==> src/rtl/mem_arbiter_if.sv <==
// Bundle between the fetch/load-store requesters, the shared memory port
// and the arbiter that multiplexes them.
interface mem_arbiter_if;
    logic        i_req;
    logic [31:0] i_addr;
    logic [31:0] i_rdata;
    logic        i_ack;

    logic        d_req;
    logic        d_we;
    logic [31:0] d_addr;
    logic [31:0] d_wdata;
    logic [31:0] d_rdata;
    logic        d_ack;

    logic        m_en;
    logic        m_we;
    logic [31:0] m_addr;
    logic [31:0] m_wdata;
    logic [31:0] m_rdata;

    modport slave (
        input  i_req, i_addr,
        input  d_req, d_we, d_addr, d_wdata,
        input  m_rdata,
        output i_rdata, i_ack,
        output d_rdata, d_ack,
        output m_en, m_we, m_addr, m_wdata
    );

    modport master (
        output i_req, i_addr,
        output d_req, d_we, d_addr, d_wdata,
        output m_rdata,
        input  i_rdata, i_ack,
        input  d_rdata, d_ack,
        input  m_en, m_we, m_addr, m_wdata
    );
endinterface

==> src/rtl/mem_arbiter.sv <==
// Shares one single-port I/D memory between fetch and load/store:
// D has fixed priority, a starvation counter forces I after MAXD D grants.
module mem_arbiter #(
    parameter int LAT  = 2,
    parameter int MAXD = 4
) (
    input  logic          clk,
    input  logic          reset,
    mem_arbiter_if.slave  bus
);

    localparam int CW = $clog2(MAXD + 1);
    localparam int WW = $clog2(LAT + 1);

    typedef enum logic [1:0] {
        IDLE,
        ISSUE,
        WAIT,
        RESP
    } state_t;

    state_t          state;
    state_t          state_n;

    logic            own_d;
    logic            we_q;
    logic [31:0]     addr_q;
    logic [31:0]     wdata_q;
    logic [WW-1:0]   wcnt;
    logic [CW-1:0]   cnt;
    logic [31:0]     i_rdata_q;
    logic [31:0]     d_rdata_q;

    logic            force_i;
    logic            grant_d;
    logic            grant_i;
    logic            grant;

    // I wins over a pending D only once D has used up its streak.
    assign force_i = bus.i_req && (cnt == CW'(MAXD));
    assign grant_d = bus.d_req && !force_i;
    assign grant_i = bus.i_req && !grant_d;
    assign grant   = grant_d || grant_i;

    always_ff @(posedge clk) begin
        if (!reset) begin
            state <= IDLE;
        end else begin
            state <= state_n;
        end
    end

    always_comb begin
        state_n = state;
        unique case (state)
            IDLE:  if (grant) state_n = ISSUE;
            ISSUE: state_n = we_q ? RESP : WAIT;
            WAIT:  if (wcnt == '0) state_n = RESP;
            RESP:  state_n = IDLE;
        endcase
    end

    always_ff @(posedge clk) begin
        if (!reset) begin
            own_d     <= 1'b0;
            we_q      <= 1'b0;
            addr_q    <= '0;
            wdata_q   <= '0;
            wcnt      <= '0;
            cnt       <= '0;
            i_rdata_q <= '0;
            d_rdata_q <= '0;
        end else begin
            if (state == IDLE && grant) begin
                own_d   <= grant_d;
                we_q    <= grant_d && bus.d_we;
                addr_q  <= grant_d ? bus.d_addr : bus.i_addr;
                wdata_q <= grant_d ? bus.d_wdata : 32'h0;
                if (grant_d && bus.i_req) begin
                    if (cnt != CW'(MAXD)) cnt <= cnt + 1'b1;
                end else begin
                    cnt <= '0;
                end
            end

            if (state == ISSUE) begin
                wcnt <= WW'(LAT - 1);
            end else if (state == WAIT && wcnt != '0) begin
                wcnt <= wcnt - 1'b1;
            end

            // Final WAIT cycle: memory data is valid now.
            if (state == WAIT && wcnt == '0) begin
                if (own_d) d_rdata_q <= bus.m_rdata;
                else       i_rdata_q <= bus.m_rdata;
            end
        end
    end

    always_comb begin
        bus.m_en    = 1'b0;
        bus.m_we    = 1'b0;
        bus.m_addr  = 32'h0;
        bus.m_wdata = 32'h0;
        bus.i_ack   = 1'b0;
        bus.d_ack   = 1'b0;
        unique case (1'b1)
            (state == ISSUE): begin
                bus.m_en    = 1'b1;
                bus.m_we    = we_q;
                bus.m_addr  = addr_q;
                bus.m_wdata = wdata_q;
            end
            (state == RESP): begin
                bus.i_ack = !own_d;
                bus.d_ack = own_d;
            end
            default: ;
        endcase
    end

    assign bus.i_rdata = i_rdata_q;
    assign bus.d_rdata = d_rdata_q;

endmodule
==> src/flat_wrapper.sv <==
// flat-port wrapper written by rule: the top's interface ports become plain ports
module mem_arbiter_flat 
#(
    parameter int LAT  = 2,
    parameter int MAXD = 4
)
  (clk, reset, bus_i_req, bus_i_addr, bus_d_req, bus_d_we, bus_d_addr, bus_d_wdata, bus_m_rdata, bus_i_rdata, bus_i_ack, bus_d_rdata, bus_d_ack, bus_m_en, bus_m_we, bus_m_addr, bus_m_wdata);
  mem_arbiter_if bus_i ();
  input  logic clk;
  input  logic reset;
  input wire logic [$bits(bus_i.i_req)-1:0] bus_i_req;
  input wire logic [$bits(bus_i.i_addr)-1:0] bus_i_addr;
  input wire logic [$bits(bus_i.d_req)-1:0] bus_d_req;
  input wire logic [$bits(bus_i.d_we)-1:0] bus_d_we;
  input wire logic [$bits(bus_i.d_addr)-1:0] bus_d_addr;
  input wire logic [$bits(bus_i.d_wdata)-1:0] bus_d_wdata;
  input wire logic [$bits(bus_i.m_rdata)-1:0] bus_m_rdata;
  output wire logic [$bits(bus_i.i_rdata)-1:0] bus_i_rdata;
  output wire logic [$bits(bus_i.i_ack)-1:0] bus_i_ack;
  output wire logic [$bits(bus_i.d_rdata)-1:0] bus_d_rdata;
  output wire logic [$bits(bus_i.d_ack)-1:0] bus_d_ack;
  output wire logic [$bits(bus_i.m_en)-1:0] bus_m_en;
  output wire logic [$bits(bus_i.m_we)-1:0] bus_m_we;
  output wire logic [$bits(bus_i.m_addr)-1:0] bus_m_addr;
  output wire logic [$bits(bus_i.m_wdata)-1:0] bus_m_wdata;
  assign bus_i.i_req = bus_i_req;
  assign bus_i.i_addr = bus_i_addr;
  assign bus_i.d_req = bus_d_req;
  assign bus_i.d_we = bus_d_we;
  assign bus_i.d_addr = bus_d_addr;
  assign bus_i.d_wdata = bus_d_wdata;
  assign bus_i.m_rdata = bus_m_rdata;
  assign bus_i_rdata = bus_i.i_rdata;
  assign bus_i_ack = bus_i.i_ack;
  assign bus_d_rdata = bus_i.d_rdata;
  assign bus_d_ack = bus_i.d_ack;
  assign bus_m_en = bus_i.m_en;
  assign bus_m_we = bus_i.m_we;
  assign bus_m_addr = bus_i.m_addr;
  assign bus_m_wdata = bus_i.m_wdata;
  mem_arbiter #(.LAT(LAT), .MAXD(MAXD)) u_core (.clk(clk), .reset(reset), .bus(bus_i));
endmodule
==> config.mk <==
export PLATFORM = sky130hd
export DESIGN_NAME = mem_arbiter_flat
export DESIGN_NICKNAME = d
export VERILOG_FILES = /design/src/rtl/mem_arbiter_if.sv /design/src/rtl/mem_arbiter.sv /design/src/flat_wrapper.sv
export SDC_FILE = /design/constraint.sdc
export NUM_CORES = 1
export LEC_CHECK = 0
export ABC_AREA = 1
export CORE_ASPECT_RATIO = 1.25
export CORE_MARGIN = 3
export CORE_UTILIZATION = 40
export CTS_BUF_LIST = sky130_fd_sc_hd__clkbuf_16
export CTS_CLUSTER_SIZE = 25
export DETAILED_ROUTE_END_ITERATION = 10
export DONT_BUFFER_PORTS = 1
export MAX_ROUTING_LAYER = met4
export PLACE_DENSITY_LB_ADDON = 0.1
export SLEW_MARGIN = 5
export SYNTH_ARGS = -nofsm -noshare
export SYNTH_HDL_FRONTEND = slang
export SYNTH_SLANG_ARGS = --single-unit
==> constraint.sdc <==
create_clock -name clk -period 1.7 [get_ports clk]
set_input_delay 0.085 -clock clk [delete_from_list [all_inputs] [get_ports clk]]
set_output_delay 0.085 -clock clk [all_outputs]
set_load 0.05 [all_outputs]
* After elaboration in Yosys (flattened, before gate mapping)
Index checks and enable logic that the tools add are counted.
** Storage, ports and cells
- Flip-flop bits (word level) :: 137
- Input port bits :: 133
- Output and inout bits :: 132
- Word-level logic and storage cells :: 59
** Cells by class
- $add $sub $neg :: 2
- Equality and inequality tests :: 8
- Mux-type cells :: 16
- Bitwise operators :: 2
- Reductions and logical operators :: 21
** Operator list (number)
- $mux 32 :: 4
- $logic_and 1x1->1 :: 8
- $pmux 2 s4 :: 1
- $reduce_and 2->1 :: 4
- $mux 1 :: 7
- $mux 3 :: 2
- $eq 2x2->1 const B :: 2
- $logic_not 2->1 :: 2
- $mux 2 :: 2
- $ne 2x1->1 const B :: 2
- $reduce_bool 2->1 :: 2
- $add 3x1->3 const B :: 1
- $eq 3x3->1 const B :: 1
- $logic_not 1->1 :: 3
- $ne 3x3->1 const B :: 1
- $eq 2x1->1 const B :: 1
- $ne 2x2->1 const B :: 1
- $not 1->1 :: 2
- $reduce_or 2->1 :: 1
- $sub 2x1->2 const B :: 1
- $logic_or 1x1->1 :: 1

* Depth between registers and ports, before layout
Gate-level depths: netlist (run 1).
- Word-level depth :: 9
- Gate-level depth with buffers :: 10
- Mapped depth without buffers :: 8

* Worst setup path after synthesis (run 1)
OpenSTA, ideal clock, no wires.
- Path type :: reg2out
- Start point :: register u_core.state[1]
- End point :: output bus_m_wdata[10]
- Arrival :: 1.820 ns
- Required time :: 1.615 ns
- Path slack :: -0.205 ns
- Stages on the path, launching flop included :: 8
- Path buffers :: 3
- Path through :: dfxtp_1 inv_1 ha_1 clkbuf_1 buf_2 buf_2 nand2_1 inv_1
** On the way
- Longest elaborated chain between the ends :: 2
** Ends and longest elaborated chain
- start: declaration :: line mem_arbiter.sv:22 : state_t state;
- start signal: assignment :: line mem_arbiter.sv:49 : state <= state_n;
- $eq 2x1->1 :: line mem_arbiter.sv:108 : (state == ISSUE): begin
- $mux 32 :: line mem_arbiter.sv:107 : unique case (1'b1)
- end: declaration :: line flat_wrapper.sv:25 : output wire logic [$bits(bus_i.m_wdata)-1:0] bus_m_wdata;
No other way between the ends.

* Worst setup path after layout (run 1)
- Start point :: register u_core.state[0]
- End point :: output bus_m_wdata[30]
The elaborated chain is that of the path after synthesis.

==> results.py, run 1 <==
metrics = {
    "setup_path": {
        "crit_family": "buffers and inverters",
        "r2r_slack_ns": 0.17,
        "arrival_ns": 1.62,
        "path_class": "flop to output port",
        "end_kind": "output port",
        "slowest_stage": "dfxtp_2",
        "crit_buf_inv": 3,
        "cpPeakStageDelay_ns": 0.33,
        "crit_fanout": 24,
        "critPathRequiredTime_ns": 1.62,
        "cp-start-kind": "flop",
        "crit_chain": "buf_6 -> ha_4 -> buf_12 -> nand2_1 -> clkinvlp_4",
    },
    "grt": {
        "grt_pass1_vias": 6313,
        "grt_first_pass_wirelength_um": 29690,
        "grt_usage_pct": 22.44,
        "grt_max_degree": 71,
        "overflow": 0,
        "grt_antenna_before_repair": 0,
    },
    "clock_network": {
        "cts_made_buffers": 17,
        "clk_pin_slew_ns": 0.06,
        "cts_tree": "done",
        "clock_sinks": 137,
        "root_buffer": "clkbuf_16",
        "post_cts_buffers": 0,
        "htree_levels": 4,
        "cts.path.max_buffers": 2,
        "clk_latency_ns": 0.41,
    },
    "logic_synthesis": {
        "synth_simple_gate_area_share_pct": 28.64,
        "synth_area_leader_cell": "dfxtp_1",
        "ys_ff_latch": 137,
        "synth_top_family_by_area": "simple AND/OR/NAND/NOR gates",
        "synth_compound_area_share_pct": 11.56,
        "synth.top_cells.by_area": "dfxtp_1, nand2_1, inv_1",
        "yosys.area_share.adder_pct": 1.422,
        "syn_nets": 1058,
        "synth_top_area_share_pct": 44.52,
        "yosysUniqueCellTypes": 19,
        "syn_area_um2": 6161,
        "seq_area_frac_synth_pct": 44.52,
        "netlist_instances": 918,
        "synth_mux_area_share_pct": 0,
        "avgSynthCellArea_um2": 6.711,
        "ys_warn_count": 0,
        "synth_xor_area_share_pct": 0,
    },
    "sta": {
        "relSlewSlack_pct": 63.90,
        "max_freq_mhz": 585.9,
        "finalCritPeriodShare_pct": 100.4,
        "setup_slack_ns": -0.006730,
        "fin_crit_ns": 1.707,
        "skew_ns": 0.02341,
        "worst_pin_slew_ns": 0.5408,
        "rsz0062_at_grt": "yes",
        "fin_setup_tns_ns": -0.01208,
        "setup_viol": 2,
        "hold_viol": 0,
        "whs_ns": 0.009966,
        "slew_viol_final": 0,
    },
    "placed_design": {
        "place.gp.congestion": 0.7809,
        "hpwl_um": 11960,
        "dp_worst_setup_slack_ns": 0.1991,
        "io_buffer_count": 0,
    },
    "route": {
        "wire_per_inst_um": 14.70,
        "route.vias.total": 6476,
        "drcViolationCount": 0,
        "firstDrtPassIters": 5,
        "vias_per_cell": 5.024,
        "initialDrtViolationCount": 336,
        "drt-total-wl_um": 18940,
        "ant_nets": 0,
    },
    "power_and_ir_drop": {
        "powerDensity_nw_per_um2": 1578,
        "max-vdd-ir-drop_v": 0.0009129,
        "p_leak_uw": 0.004171,
    },
    "floorplanning": {
        "core.rowCount": 50,
        "ios": 265,
        "start_util_pct": 41.03,
        "coreArea_um2": 15010,
        "die_w_um": 117.0,
        "die_h_um": 144.8,
        "die-area_um2": 16940,
    },
    "worst_hold_path": {
        "holdCritPathClass": "primary input to flop",
    },
    "run_status": {
        "violations": "negative setup slack",
        "outcome": "finished, violations left",
    },
    "final_layout": {
        "area_growth_pct": 54.10,
        "finalNetCount": 1234,
        "antenna_cells": 0,
        "drive_gt1_share_pct": 19.33,
    },
    "run": {
        "maxCapViolCount": 0,
    },
}
==> cell usage after synthesis (all sizes together) <==
library cell    n
o21ai          67
a21oi          73
inv           145
dfxtp         137
ha              7
clkbuf         31
nor2          141
nand4          34
buf            35
a21boi          1
nand3          68
nand2         179
==> power by group <==
group | switching, uW | total, uW | internal, uW
combinational | 4280 | 6660 | 2380
sequential | 605 | 4590 | 3990
clock | 1410 | 3730 | 2310
total | 6300 | 15000 | 8680
==> cells in the final DEF, fill, tap and decap left out, drive strengths merged <==
cell type / instances
nand2: 179
nor2: 141
dfxtp: 137
dlygate4sd3: 131
inv: 122
buf: 92
a21oi: 73
nand3: 68
o21ai: 67
nand4: 34
clkinvlp: 31
clkbuf: 17
ha: 7
clkinv: 4
bufinv: 3
a21boi: 1
==> area by class of cell <==
class | count | area [um2]
tap | 182 | 227.7
fill | 1280 | 5520
clock buffer | 17 | 425.4
inverter | 145 | 656.9
sequential | 137 | 2748
clock inverter | 15 | 173.9
multi-input combinational | 570 | 2641
timing repair buffer | 223 | 2621
==> logic make-up after synthesis <==
logic type / count (synthesis)
AND/OR/NAND/NOR: 422
AO/OA/AOI/OAI: 141
flip-flops: 137
buffers and inverters: 211
adder cells (fa/ha/maj): 7
==> through the flow <==
step | cells | util, % | instance area [um2] | power (uW)
floorplan | 918 | - | 6276 | 8759
global placement | 1123 | 49.48 | 7430 | 10560
detailed placement | 1123 | 49.48 | 7430 | 10720
CTS | 1290 | 63.18 | 9487 | 15040
global route | 1289 | 63.23 | 9494 | 15840
finish | 1289 | 63.23 | 9494 | 14980
==> worst min-delay path, cell delays in order <==
cell     delay, ns
buf_12        0.17
o21ai_0       0.10
nor2_1        0.04
==> registers in the layout, summed over array words and instances (netlist names) <==
name	cells
u_core.wdata_q	32
u_core.bus.i_rdata	32
u_core.bus.d_rdata	32
u_core.addr_q	32
u_core.state	2
u_core.cnt	3
u_core.we_q	1
u_core.own_d	1
u_core.wcnt	2
==> layer usage <==
metal	part of all wire (%)	wire, um	vias to the layer above	global-route usage, %
met5	0	0	-	-
met4	2.6	485	0	9.300
met3	6.7	1278	41	6.073
met2	50	9563	241	37.97
met1	40	7614	2991	24.85
li1	-	-	3203	-
==> timing repair <==
item / 4_1_cts / 5_1_grt
hold buffers: 134 / 0
gates cloned: 1 / 0
hold endpoints to repair: 135 / 0
setup endpoints to repair: 65 / 66
gates resized for setup: 22 / 41
==> path summary, 6_finish.rpt <==
path                                                           from                                  end  depth (start not counted)
worst max register to register         u_core.state[1]$_SDFFE_PN0P_           u_core.cnt[2]$_SDFFE_PN0P_                          9
worst max-delay path                   u_core.state[0]$_SDFFE_PN0P_                      bus_m_wdata[30]                          5
worst min register to register  u_core.bus.d_rdata[26]$_SDFFE_PN0P_  u_core.bus.d_rdata[26]$_SDFFE_PN0P_                          2
worst min-delay path                                          reset         u_core.state[1]$_SDFFE_PN0P_                          3
(Power assumes the default switching activity.)
==> run 2: changes to the inputs <==
--- a/config.mk
+++ b/config.mk
@@ -7,12 +7,12 @@
 export LEC_CHECK = 0
 export ABC_AREA = 1
 export CORE_ASPECT_RATIO = 1.25
-export CORE_MARGIN = 3
 export CORE_UTILIZATION = 40
 export CTS_BUF_LIST = sky130_fd_sc_hd__clkbuf_16
 export CTS_CLUSTER_SIZE = 25
 export DETAILED_ROUTE_END_ITERATION = 10
 export DONT_BUFFER_PORTS = 1
+export GPL_TIMING_DRIVEN = 0
 export MAX_ROUTING_LAYER = met4
 export PLACE_DENSITY_LB_ADDON = 0.1
 export SLEW_MARGIN = 5
==> results.py, run 2 (synthesis results as in run 1) <==
metrics = {
    "sta": {
        "hold_viol": 0,
        "fin_crit_ns": 1.931,
        "relSlewSlack_pct": 63.17,
        "rsz0062_at_grt": "yes",
        "setup_viol": 65,
        "slew_viol_final": 0,
        "max_freq_mhz": 517.9,
        "finalCritPeriodShare_pct": 113.6,
        "skew_ns": 0.008247,
        "setup_slack_ns": -0.2307,
        "worst_pin_slew_ns": 0.5517,
        "fin_setup_tns_ns": -13.09,
    },
    "route": {
        "vias_per_cell": 4.995,
        "firstDrtPassIters": 5,
        "route.vias.total": 6379,
        "initialDrtViolationCount": 337,
        "drt-total-wl_um": 19460,
        "wire_per_inst_um": 15.24,
        "ant_nets": 0,
        "drcViolationCount": 0,
    },
    "grt": {
        "overflow": 0,
        "grt_pass1_vias": 6144,
        "grt_antenna_before_repair": 0,
        "grt_first_pass_wirelength_um": 30190,
        "grt_max_degree": 17,
        "grt_usage_pct": 24.70,
    },
    "setup_path": {
        "arrival_ns": 1.85,
        "crit_fanout": 10,
        "end_kind": "output port",
        "critPathRequiredTime_ns": 1.62,
        "path_class": "flop to output port",
        "cp-start-kind": "flop",
    },
    "final_layout": {
        "fin_util_pct": 61.97,
        "finalNetCount": 1222,
        "antenna_cells": 0,
        "area_growth_pct": 51.02,
        "mostFrequentLayoutCell": "nor2_1",
        "drive_gt1_share_pct": 21.00,
        "mostFrequentLayoutCells": "nor2_1, dfxtp_1, dlygate4sd3_1",
    },
    "placed_design": {
        "place.gp.congestion": 0.7641,
        "io_buffer_count": 0,
        "dp_worst_setup_slack_ns": -0.5388,
        "hpwl_um": 12880,
    },
    "floorplanning": {
        "ios": 265,
        "die_h_um": 140.8,
        "core.rowCount": 50,
        "coreArea_um2": 15010,
        "die-area_um2": 15910,
        "die_w_um": 113.0,
        "start_util_pct": 41.03,
    },
    "run": {
        "maxCapViolCount": 0,
    },
    "worst_hold_path": {
        "holdCritPathClass": "primary input to flop",
    },
    "power_and_ir_drop": {
        "p_leak_uw": 0.004013,
        "max-vdd-ir-drop_v": 0.001332,
        "p_total_uw": 15200,
        "powerDensity_nw_per_um2": 1633,
    },
    "clock_network": {
        "cts.path.max_buffers": 2,
        "root_buffer": "clkbuf_16",
        "clock_sinks": 137,
        "clk_pin_slew_ns": 0.06,
        "htree_levels": 4,
        "cts_made_buffers": 17,
        "cts_tree": "done",
        "clk_latency_ns": 0.42,
    },
    "run_status": {
        "outcome": "finished, violations left",
        "violations": "negative setup slack",
    },
}
[run 2: path summary, 6_finish.rpt]
kind | startpoint | endpoint | slack [ns] | cells past startpoint
worst max-delay path | u_core.state[1]$_SDFFE_PN0P_ | bus_m_wdata[13] | -0.23 | 7
worst min-delay path | reset | u_core.bus.d_rdata[0]$_SDFFE_PN0P_ | 0.03 | 3
worst max register to register | u_core.state[1]$_SDFFE_PN0P_ | u_core.bus.i_rdata[14]$_SDFFE_PN0P_ | 0.13 | 8
worst min register to register | u_core.wcnt[1]$_SDFFE_PP0P_ | u_core.wcnt[1]$_SDFFE_PP0P_ | 0.46 | 2
[run 2: what timing repair did]
action,CTS,global route
buffers inserted,6,4
hold endpoints to repair,134,0
gates resized for setup,155,67
pin swaps,22,14
setup endpoints to repair,162,171
gates cloned,2,3
hold buffers,130,0
[run 2: per-layer routing]
layer / track usage, % / vias up / share of wire, %
met1: 27.50 / 2912 / 41
met4: 9.557 / 0 / 2.2
met2: 42.17 / 235 / 51
met3: 6.363 / 37 / 6.1
met5: - / - / 0
li1: - / 3195 / -
[run 2: critical path, cell delays in order (launching register included)]
cell and delay [ns]:
dfxtp_4 0.36, inv_4 0.04, ha_4 0.22, clkbuf_16 0.19
buf_12 0.14, buf_12 0.14, nand2_2 0.09, clkinvlp_4 0.24
[run 2: layout make-up]
| cell class | instances | area [um2] |
|---|---|---|
| clock buffers | 17 | 425.4 |
| plain buffers | 66 | 491.7 |
| inverters | 145 | 790.8 |
| fillers | 1391 | 5710 |
| multi-input cells | 570 | 2960 |
| flip-flops and latches | 137 | 2750 |
| repair buffers | 145 | 1519 |
| clock inverters | 15 | 138.9 |
| well taps | 182 | 227.7 |
[run 2: through the flow]
step	std cells	area (um2)	hold slack, ns
2_1_floorplan	918	6276	0.2199
3_3_place_gp	1100	6504	0.2224
3_5_place_dp	1100	6504	0.2270
4_1_cts	1270	9024	0.01415
5_1_grt	1277	9304	0.01544
6_report	1277	9304	0.02841
[run 2: where the power goes]
part	total [uW]	internal [uW]	switching (uW)
logic	5950	2300	3650
registers	5700	3990	1700
clock network	3550	2040	1510
total	15200	8330	6860
==> run 3: changes to the inputs <==
--- a/config.mk
+++ b/config.mk
@@ -15,6 +15,7 @@
 export GPL_TIMING_DRIVEN = 0
 export MAX_ROUTING_LAYER = met4
 export PLACE_DENSITY_LB_ADDON = 0.1
+export SKIP_LAST_GASP = 1
 export SLEW_MARGIN = 5
 export SYNTH_ARGS = -nofsm -noshare
 export SYNTH_HDL_FRONTEND = slang
==> results.py, run 3 (synthesis results as in run 1) <==
metrics = {
    "route": {
        "vias_per_cell": 5.013,
        "drt-total-wl_um": 19540,
        "firstDrtPassIters": 5,
        "ant_nets": 0,
        "wire_per_inst_um": 15.30,
        "drcViolationCount": 0,
        "initialDrtViolationCount": 311,
        "route.vias.total": 6402,
    },
    "placed_design": {
        "place.gp.congestion": 0.7641,
        "hpwl_um": 12880,
        "dp.cells": 1100,
        "io_buffer_count": 0,
        "dp_worst_setup_slack_ns": -0.5388,
    },
    "grt": {
        "grt_first_pass_wirelength_um": 30260,
        "overflow": 0,
        "grt_usage_pct": 24.75,
        "grt_antenna_before_repair": 0,
        "grt_max_degree": 17,
        "grt_pass1_vias": 6139,
    },
    "run_status": {
        "outcome": "finished, violations left",
        "violations": "negative setup slack",
    },
    "final_layout": {
        "mostFrequentLayoutCells": "nor2_1, dfxtp_1, dlygate4sd3_1",
        "antenna_cells": 0,
        "mostFrequentLayoutCell": "nor2_1",
        "drive_gt1_share_pct": 20.91,
        "finalNetCount": 1222,
        "final_cell_count_no_fill": 1277,
        "area_growth_pct": 51.30,
    },
    "floorplanning": {
        "ios": 265,
        "coreArea_um2": 15010,
        "start_util_pct": 41.03,
        "die_w_um": 113.0,
        "die_h_um": 140.8,
        "die-area_um2": 15910,
        "core.rowCount": 50,
    },
    "clock_network": {
        "cts_tree": "done",
        "cts.path.max_buffers": 2,
        "clock_sinks": 137,
        "clk_pin_slew_ns": 0.06,
        "cts_made_buffers": 17,
        "clk_latency_ns": 0.42,
        "root_buffer": "clkbuf_16",
        "htree_levels": 4,
    },
    "worst_hold_path": {
        "hold-path-cell-count": 3,
        "worst_hold_path.endpoint": "u_core.bus.d_rdata[5]$_SDFFE_PN0P_",
        "holdCritPathClass": "primary input to flop",
        "min-delay-start": "reset",
    },
    "power_and_ir_drop": {
        "powerDensity_nw_per_um2": 1634,
        "p_leak_uw": 0.003992,
        "max-vdd-ir-drop_v": 0.001334,
    },
    "setup_path": {
        "path_class": "flop to output port",
        "critPathRequiredTime_ns": 1.62,
        "cp-start-kind": "flop",
        "r2r_slack_ns": 0.07,
        "r2r-start": "u_core.state[0]$_SDFFE_PN0P_",
        "end_kind": "output port",
        "arrival_ns": 1.85,
        "r2r_end": "u_core.bus.i_rdata[14]$_SDFFE_PN0P_",
        "crit_fanout": 10,
        "reg2reg_depth": 8,
    },
    "run": {
        "maxCapViolCount": 0,
    },
    "sta": {
        "worst_pin_slew_ns": 0.5517,
        "finalCritPeriodShare_pct": 114.1,
        "relSlewSlack_pct": 63.17,
        "setup_viol": 65,
        "hold_viol": 0,
        "fin_crit_ns": 1.940,
        "slew_viol_final": 0,
        "setup_slack_ns": -0.2395,
        "rsz0062_at_grt": "yes",
        "fin_setup_tns_ns": -13.19,
        "max_freq_mhz": 515.6,
        "skew_ns": 0.008217,
    },
}
==> run 3: cell count changes in the layout (fill, tap and decap cells not counted) <==
cell     change
nand2_4      -2
nand2_8      +2
inv_1        +1
inv_2        -1
==> run 3: worst max-delay path, cell delays in order, from the launching register on <==
cell	delay, ns
dfxtp_4	0.36
inv_4	0.04
ha_4	0.22
clkbuf_16	0.19
buf_12	0.14
buf_12	0.15
nand2_2	0.10
clkinvlp_4	0.24
==> run 3: where the power goes <==
| group | internal [uW] | switching (uW) | leakage, uW |
|---|---|---|---|
| Sequential | 3990 | 1710 | 0.00112 |
| Clock | 2040 | 1520 | 0.000275 |
| Combinational | 2300 | 3670 | 0.00260 |
==> run 3: cell type report <==
class / count / area, um2
inverters: 145 / 790.8
clock buffers: 17 / 425.4
fillers: 1388 / 5693
clock inverters: 15 / 138.9
plain buffers: 66 / 491.7
repair buffers: 145 / 1519
well taps: 182 / 227.7
multi-input cells: 570 / 2978
flip-flops and latches: 137 / 2750
==> run 3: worst max-delay path by stage <==
| stage | startpoint | to |
|---|---|---|
| 2_1_floorplan | u_core.state[1]$_SDFFE_PN0P_ | bus_m_wdata[10] |
| 3_3_place_gp | u_core.state[0]$_SDFFE_PN0P_ | bus_m_wdata[27] |
| 3_5_place_dp | u_core.state[0]$_SDFFE_PN0P_ | bus_m_wdata[27] |
| 4_1_cts | u_core.state[1]$_SDFFE_PN0P_ | bus_m_wdata[20] |
| 5_1_grt | u_core.state[1]$_SDFFE_PN0P_ | bus_m_wdata[8] |
| 6_report | u_core.state[1]$_SDFFE_PN0P_ | bus_m_wdata[15] |
==> run 3: through the flow <==
step	instance area, um2	hold WS, ns	total power, uW	util (%)
final	9321	0.02600	15230	62.08
after global routing	9321	0.01544	16080	62.08
after CTS	8974	0.01415	14660	59.77
after detailed placement	6504	0.2270	9699	43.32
after global placement	6504	0.2224	9657	43.32
after floorplan	6276	0.2199	8759	-
==> run 3: what timing repair did <==
action	4_1_cts	5_1_grt
gates resized for setup	139	84
setup endpoints to repair	162	179
gates cloned	2	3
hold buffers	130	0
pin swaps	21	13
setup buffers	6	4
endpoints found under the hold margin	134	0
==> run 3: metal layers <==
layer  up-vias  GRT usage [%]  share of wire, %
li1       3195              -                 -
met5         -              -                 0
met1      2936          27.74                41
met4         0          9.557               2.2
met3        38          6.406               6.2
met2       233          42.04                51
